--- src/rtl/if_fetch_queue.sv ---
// Instruction-fetch stage: credit-limited pipelined inst_sram requests feeding an in-order
// instruction FIFO in front of ID, with WB/ID redirects and exception entries.
module if_fetch_queue #(
  parameter int          DEPTH     = 4,
  parameter int          MAX_OUTST = 2,
  parameter logic [31:0] PC_INIT   = 32'h1c000000
) (
  input  logic        clk,
  input  logic        rst,
  output logic [31:0] fetch_pc,
  input  logic [31:0] pc_trans,
  input  logic        except_tlbr,
  input  logic        except_pif,
  input  logic        except_ppi,
  output logic        inst_sram_req,
  output logic [31:0] inst_sram_addr,
  input  logic        inst_sram_addr_ok,
  input  logic        inst_sram_data_ok,
  input  logic [31:0] inst_sram_rdata,
  input  logic        flush,
  input  logic [31:0] flush_target,
  input  logic        id_flush,
  input  logic [31:0] id_flush_target,
  output logic        if_valid,
  input  logic        id_allowin,
  output logic [31:0] if_pc,
  output logic [31:0] if_inst,
  output logic [3:0]  if_except
);

  localparam int PW   = (DEPTH > 1) ? $clog2(DEPTH) : 1;
  localparam int CNTW = PW + 1;
  localparam int OW   = $clog2(MAX_OUTST + 1);
  localparam int TW   = (MAX_OUTST > 1) ? $clog2(MAX_OUTST) : 1;
  localparam int SW   = CNTW + OW + 1;

  function automatic logic [TW-1:0] tag_inc(input logic [TW-1:0] p);
    if (p == TW'(MAX_OUTST - 1)) return '0;
    return p + TW'(1);
  endfunction

  logic [31:0]     fetch_pc_q, fetch_pc_d;
  logic            req_q, req_d;
  logic            req_discard_q, req_discard_d;
  logic            halted_q, halted_d;
  logic [31:0]     addr_q, addr_d;
  logic [31:0]     req_pc_q, req_pc_d;
  logic [OW-1:0]   outst_q, outst_d;
  logic [OW-1:0]   dsc_q, dsc_d;
  logic [TW-1:0]   tag_wr_q, tag_wr_d, tag_rd_q, tag_rd_d;
  logic [PW-1:0]   fifo_wr_q, fifo_wr_d, fifo_rd_q, fifo_rd_d;
  logic [CNTW-1:0] fifo_cnt_q, fifo_cnt_d;

  logic [31:0] tag_pc_q  [MAX_OUTST];
  logic        tag_dsc_q [MAX_OUTST];
  logic [31:0] fifo_pc_q   [DEPTH];
  logic [31:0] fifo_inst_q [DEPTH];
  logic [3:0]  fifo_exc_q  [DEPTH];

  logic          flush_any;
  logic [31:0]   flush_pc;
  logic [3:0]    exc_vec;
  logic [SW-1:0] occupancy;
  logic          credit, build, exc_push, accept, ret, drop;
  logic          data_push, fifo_push, pop;
  logic [31:0]   wr_pc, wr_inst;
  logic [3:0]    wr_exc;

  assign flush_any = flush | id_flush;
  assign flush_pc  = flush ? flush_target : id_flush_target;
  assign exc_vec   = {fetch_pc_q[1:0] != 2'b00, except_tlbr, except_pif, except_ppi};
  assign occupancy = SW'(fifo_cnt_q) + SW'(outst_q) + SW'(req_q);
  // Every slot that could end up in the FIFO is reserved before a request is built.
  assign credit    = !halted_q && !req_q && (occupancy < SW'(DEPTH)) && (outst_q < OW'(MAX_OUTST));
  assign build     = credit && (exc_vec == 4'b0000) && !flush_any;
  assign exc_push  = credit && (exc_vec != 4'b0000) && (outst_q == '0) && !flush_any;
  assign accept    = req_q && inst_sram_addr_ok;
  assign ret       = inst_sram_data_ok;
  assign drop      = tag_dsc_q[tag_rd_q] || (dsc_q != '0) || flush_any;
  assign data_push = ret && !drop;
  assign fifo_push = data_push || exc_push;
  assign pop       = (fifo_cnt_q != '0) && id_allowin && !flush_any;

  assign wr_pc   = exc_push ? fetch_pc_q : tag_pc_q[tag_rd_q];
  assign wr_inst = exc_push ? 32'h0 : inst_sram_rdata;
  assign wr_exc  = exc_push ? exc_vec : 4'b0000;

  always_comb begin
    fetch_pc_d    = fetch_pc_q;
    req_d         = req_q;
    req_discard_d = req_discard_q;
    halted_d      = halted_q;
    addr_d        = addr_q;
    req_pc_d      = req_pc_q;
    outst_d       = outst_q + OW'(accept) - OW'(ret);
    dsc_d         = dsc_q;
    tag_wr_d      = accept ? tag_inc(tag_wr_q) : tag_wr_q;
    tag_rd_d      = ret ? tag_inc(tag_rd_q) : tag_rd_q;
    fifo_wr_d     = fifo_push ? fifo_wr_q + PW'(1) : fifo_wr_q;
    fifo_rd_d     = pop ? fifo_rd_q + PW'(1) : fifo_rd_q;
    fifo_cnt_d    = fifo_cnt_q + CNTW'(fifo_push) - CNTW'(pop);

    if (build) begin
      fetch_pc_d = fetch_pc_q + 32'd4;
      req_d      = 1'b1;
      addr_d     = pc_trans;
      req_pc_d   = fetch_pc_q;
    end
    if (accept) begin
      req_d         = 1'b0;
      req_discard_d = 1'b0;
    end
    if (exc_push) halted_d = 1'b1;
    if (ret && (dsc_q != '0)) dsc_d = dsc_q - OW'(1);

    // A held request cannot be withdrawn, so its data is marked for dropping instead.
    if (flush_any) begin
      fetch_pc_d = flush_pc;
      halted_d   = 1'b0;
      dsc_d      = outst_d;
      fifo_wr_d  = '0;
      fifo_rd_d  = '0;
      fifo_cnt_d = '0;
      if (req_q && !accept) req_discard_d = 1'b1;
    end
  end

  always_ff @(posedge clk or posedge rst) begin
    if (rst) begin
      fetch_pc_q    <= PC_INIT;
      req_q         <= 1'b0;
      req_discard_q <= 1'b0;
      halted_q      <= 1'b0;
      outst_q       <= '0;
      dsc_q         <= '0;
      tag_wr_q      <= '0;
      tag_rd_q      <= '0;
      fifo_wr_q     <= '0;
      fifo_rd_q     <= '0;
      fifo_cnt_q    <= '0;
    end else begin
      fetch_pc_q    <= fetch_pc_d;
      req_q         <= req_d;
      req_discard_q <= req_discard_d;
      halted_q      <= halted_d;
      outst_q       <= outst_d;
      dsc_q         <= dsc_d;
      tag_wr_q      <= tag_wr_d;
      tag_rd_q      <= tag_rd_d;
      fifo_wr_q     <= fifo_wr_d;
      fifo_rd_q     <= fifo_rd_d;
      fifo_cnt_q    <= fifo_cnt_d;
    end
  end

  // Payload storage carries no reset; control qualifies every read.
  always_ff @(posedge clk) begin
    addr_q   <= addr_d;
    req_pc_q <= req_pc_d;
    if (accept) begin
      tag_pc_q[tag_wr_q]  <= req_pc_q;
      tag_dsc_q[tag_wr_q] <= req_discard_q;
    end
    if (fifo_push) begin
      fifo_pc_q[fifo_wr_q]   <= wr_pc;
      fifo_inst_q[fifo_wr_q] <= wr_inst;
      fifo_exc_q[fifo_wr_q]  <= wr_exc;
    end
  end

  assign fetch_pc       = fetch_pc_q;
  assign inst_sram_req  = req_q;
  assign inst_sram_addr = addr_q;
  assign if_valid       = (fifo_cnt_q != '0);
  assign if_pc          = fifo_pc_q[fifo_rd_q];
  assign if_inst        = fifo_inst_q[fifo_rd_q];
  assign if_except      = fifo_exc_q[fifo_rd_q];

endmodule
--- config.mk ---
export PLATFORM = sky130hd
export DESIGN_NAME = if_fetch_queue
export DESIGN_NICKNAME = d
export VERILOG_FILES = /design/src/rtl/if_fetch_queue.sv
export SDC_FILE = /design/constraint.sdc
export NUM_CORES = 1
export LEC_CHECK = 0
export ABC_AREA = 1
export CORE_ASPECT_RATIO = 1.2
export CORE_MARGIN = 2
export CORE_UTILIZATION = 45
export CTS_CLUSTER_SIZE = 24
export DETAILED_ROUTE_END_ITERATION = 6
export GPL_TIMING_DRIVEN = 0
export PLACE_DENSITY_LB_ADDON = 0.08
export SKIP_CTS_REPAIR_TIMING = 1
export SLEW_MARGIN = 20
export SYNTH_ARGS = -nofsm -noshare
export SYNTH_HDL_FRONTEND = slang
export SYNTH_SLANG_ARGS = --single-unit
--- constraint.sdc ---
create_clock -name clk -period 5.1 [get_ports clk]
set_input_delay 0.765 -clock clk [delete_from_list [all_inputs] [get_ports clk]]
set_output_delay 0.765 -clock clk [all_outputs]
set_load 0.1 [all_outputs]
==> flow_summary_export.csv <==
group,metric,value,unit
outcome,status,"finished clean",
layout,drive_gt1_share,7.18,%
floorplan,dieArea,42700,um^2
power,power.leakage,8.71,nW
critical_path,cp.required,4.34,ns
clocking,path_clk_slew,0.06,ns
clocking,insertion_delay,0.55,ns
clocking,cts_tree,"done",
detailed_routing,vias,12800,
floorplan,ios,272,
detailed_routing,wl,48.4,mm
sta,relSlewSlack,26.6,%
critical_path,reg2reg_from,"fifo_cnt_q[1]",
grt,first_global_vias,12800,
layout,nNetsFinal,2057,
sta,whs,0.442,ns
power,power_density,413,nW/um^2
critical_path,crit_chain,"buf_2 > inv_1 > buf_2 > clkbuf_1 > o21ai_0 > o22ai_1 > clkdlybuf4s50_1",
logic_synthesis,yosysWarnings,0,
logic_synthesis,yosysSeqAreaShare,71.9,%
detailed_routing,initialDrtViolationCount,939,
grt,grt_overflow_total,0,
layout,n_fill_cell,3326,
detailed_routing,via_per_inst,5.16,
critical_path,reg2reg_slack,1.82,ns
detailed_routing,wl_per_cell,19.5,um
power,peakVddDrop,0.000237,V
critical_path,cp_common_cell,"buf_2",
floorplan,chipHeight,226,um
layout,fin_cells,2476,
grt,grt_max_degree,49,
floorplan,initial_utilization,45.5,%
run,cap_violations,0,
min_path,min_to,"tag_pc_q[1][7]",
layout,final_common_cell,"edfxtp_1",
placement,portBuffers,270,
critical_path,ff2ff_path_depth,10,
floorplan,fp.dieW,189,um
clocking,cts_made_buffers,45,
placement,dp_worst_setup_slack,1.15,ns
floorplan,core-area,40600,um^2
logic_synthesis,syn_nets,1722,
critical_path,critical_path_arrival,3.62,ns
logic_synthesis,syn_area,18500,um^2
layout,diodes,0,
critical_path,max_stage_delay,1.23,ns
sta,period_needed,4.38,ns
clocking,cts_buffer_depth,3,
layout,final_cell_mix,"edfxtp_1 (402), clkdlybuf4s50_1 (270), nor2_1 (265), nand2_1 (199), o21ai_0 (174)",
placement,detailed_place_hpwl,34.5,mm
layout,register_area,13300,um^2
sta,setup_viol,0,
critical_path,worstSetupEndpointType,"primary output",
critical_path,r2r-end,"fifo_inst_q[3][13]",
detailed_routing,first_pass_iters,6,
sta,rsz0062_at_grt,"no",
critical_path,crit_type,"reg -> out",
grt,antenna_found_initial,0,
layout,multi_input_area,4390,um^2
min_path,worstHoldPathType,"reg -> reg",
layout,final_util,58.4,%
grt,grt_usage,22.8,%
sta,finalWorstSetupSlack,0.719,ns
sta,fin_crit_sh,85.9,%
critical_path,critPathSlowestCell,"clkdlybuf4s50_1",
grt,grt_pass1_wl,73.8,mm
floorplan,num_rows,81,
sta,drv_slew,0,
logic_synthesis,synthCells,1571,
min_path,min_path_cells,0,
clocking,numClockSinks,450,
sta,clock_skew,0.0205,ns
logic_synthesis,avgSynthCellArea,11.8,um^2
logic_synthesis,synth_cell_types,36,
sta,timing_hold_violations_final,0,
sta,tightest_slew,1.10,ns
logic_synthesis,synth_seq_cells,450,
layout,area_growth,28.4,%
detailed_routing,drc,0,
min_path,worstHoldStart,"req_pc_q[7]",
placement,placed_cells,2398,
clocking,clock-root-buffer,"clkbuf_16",
detailed_routing,antenna_left,0,
clocking,htreeDepth,2,
sta,timing.fmax,0.228,GHz
critical_path,cp_max_fo,10,
critical_path,crit_path_start_kind,"flop",
placement,place.gp.congestion,0.843,
==> sequential cells by signal (all words and copies together), names as in the netlist, named ones only <==
register	flops
tag_wr_q	1
fifo_cnt_q	3
tag_dsc_q	2
dsc_q	2
fifo_inst_q	128
fifo_wr_q	2
outst_q	2
tag_rd_q	1
fifo_rd_q	2
inst_sram_addr	32
halted_q	1
req_pc_q	32
inst_sram_req	1
fifo_pc_q	128
fetch_pc	32
fifo_exc_q	16
tag_pc_q	64
==> cell families (layout without fill, tap and decap cells) <==
| group | after synthesis | count (layout) | synth area share [%] |
|---|---|---|---|
| flops | 450 | 450 | 71.9 |
| simple gates | 534 | 534 | 11.6 |
| xor+xnor | 6 | 6 | 0.284 |
| buf+inv | 215 | 581 | 4.68 |
| compound gates | 349 | 349 | 10.4 |
| fa+ha+maj | 13 | 13 | 0.921 |
| mux | 4 | 4 | 0.217 |
==> per-layer routing <==
metal / GRT usage, % / vias up / part of all wire (%)
li1: - / 6194 / -
met1: 28.5 / 6042 / 41
met2: 39.1 / 463 / 49
met3: 4.44 / 88 / 6.6
met4: 8.85 / 0 / 3.6
met5: 0 / - / 0
==> through the flow <==
step	power [mW]	TNS (ns)	area (um^2)
6_report	9.81	0	23700
5_1_grt	10.2	0	23700
4_1_cts	9.88	0	23700
3_5_place_dp	6.73	0	22300
3_3_place_gp	6.66	-850.04	21900
2_1_floorplan	6.00	0	18500
==> cell usage after synthesis <==
library cell	instances	area share, %
o211ai_1	30	1.2
buf_2	25	0.68
a21oi_1	42	1.1
nor2_2	4	0.14
nor3_1	4	0.11
dfrtp_1	45	6.1
o22ai_1	70	2.4
inv_2	4	0.081
o21bai_1	1	0.041
fa_1	1	0.11
a31oi_1	3	0.10
nor2_8	1	0.11
clkbuf_1	48	0.98
xor2_1	5	0.24
o21ai_1	25	0.68
nand2_4	1	0.061
ha_1	12	0.81
nand2_1	199	4.0
o221ai_1	1	0.047
dfstp_2	3	0.43
buf_6	1	0.061
nand2_2	4	0.14
o21ai_0	174	4.7
inv_1	129	2.6
nand4_1	9	0.30
nor2_1	271	5.5
mux2i_1	4	0.22
buf_4	5	0.20
edfxtp_1	402	65
o21a_1	1	0.041
nand3_1	38	1.0
a22oi_1	2	0.081
nor2_4	2	0.12
nand4_2	1	0.068
xnor2_1	1	0.047
buf_1	3	0.061
==> area by class of cell <==
type | count | area share (%)
Sequential cell | 450 | 55.9
Tap cell | 539 | 2.84
Inverter | 133 | 2.11
Clock buffer | 54 | 4.89
Buffer | 82 | 1.54
Clock inverter | 24 | 0.970
Multi-Input combinational cell | 906 | 18.5
Timing Repair Buffer | 288 | 13.2
==> power by group <==
part / internal, mW / switching (mW) / total, mW
clock network: 1.82 / 1.34 / 3.17
registers: 4.38 / 0.112 / 4.49
logic: 0.566 / 1.59 / 2.16
total: 6.77 / 3.05 / 9.81
==> critical path, delay by kind of cell (launching register included) <==
kind                   cells  cell delay, ns
AOI/OAI and AO/OA          2            0.48
buffers and inverters      5            2.21
DFF                        1            0.38
==> worst max path at each step <==
stage	start	endpoint	slack (ns)
after floorplan	fetch_pc[1]	fifo_exc_q[0][0]	0.14
after global placement	id_flush	fifo_inst_q[0][1]	-3.22
after detailed placement	id_flush	fifo_pc_q[3][27]	1.15
after CTS	fifo_rd_q[0]	if_pc[15]	0.68
after global routing	fifo_rd_q[1]	if_inst[23]	0.56
final	fifo_rd_q[0]	if_pc[6]	0.72
Power figures use the tool's default switching activity.
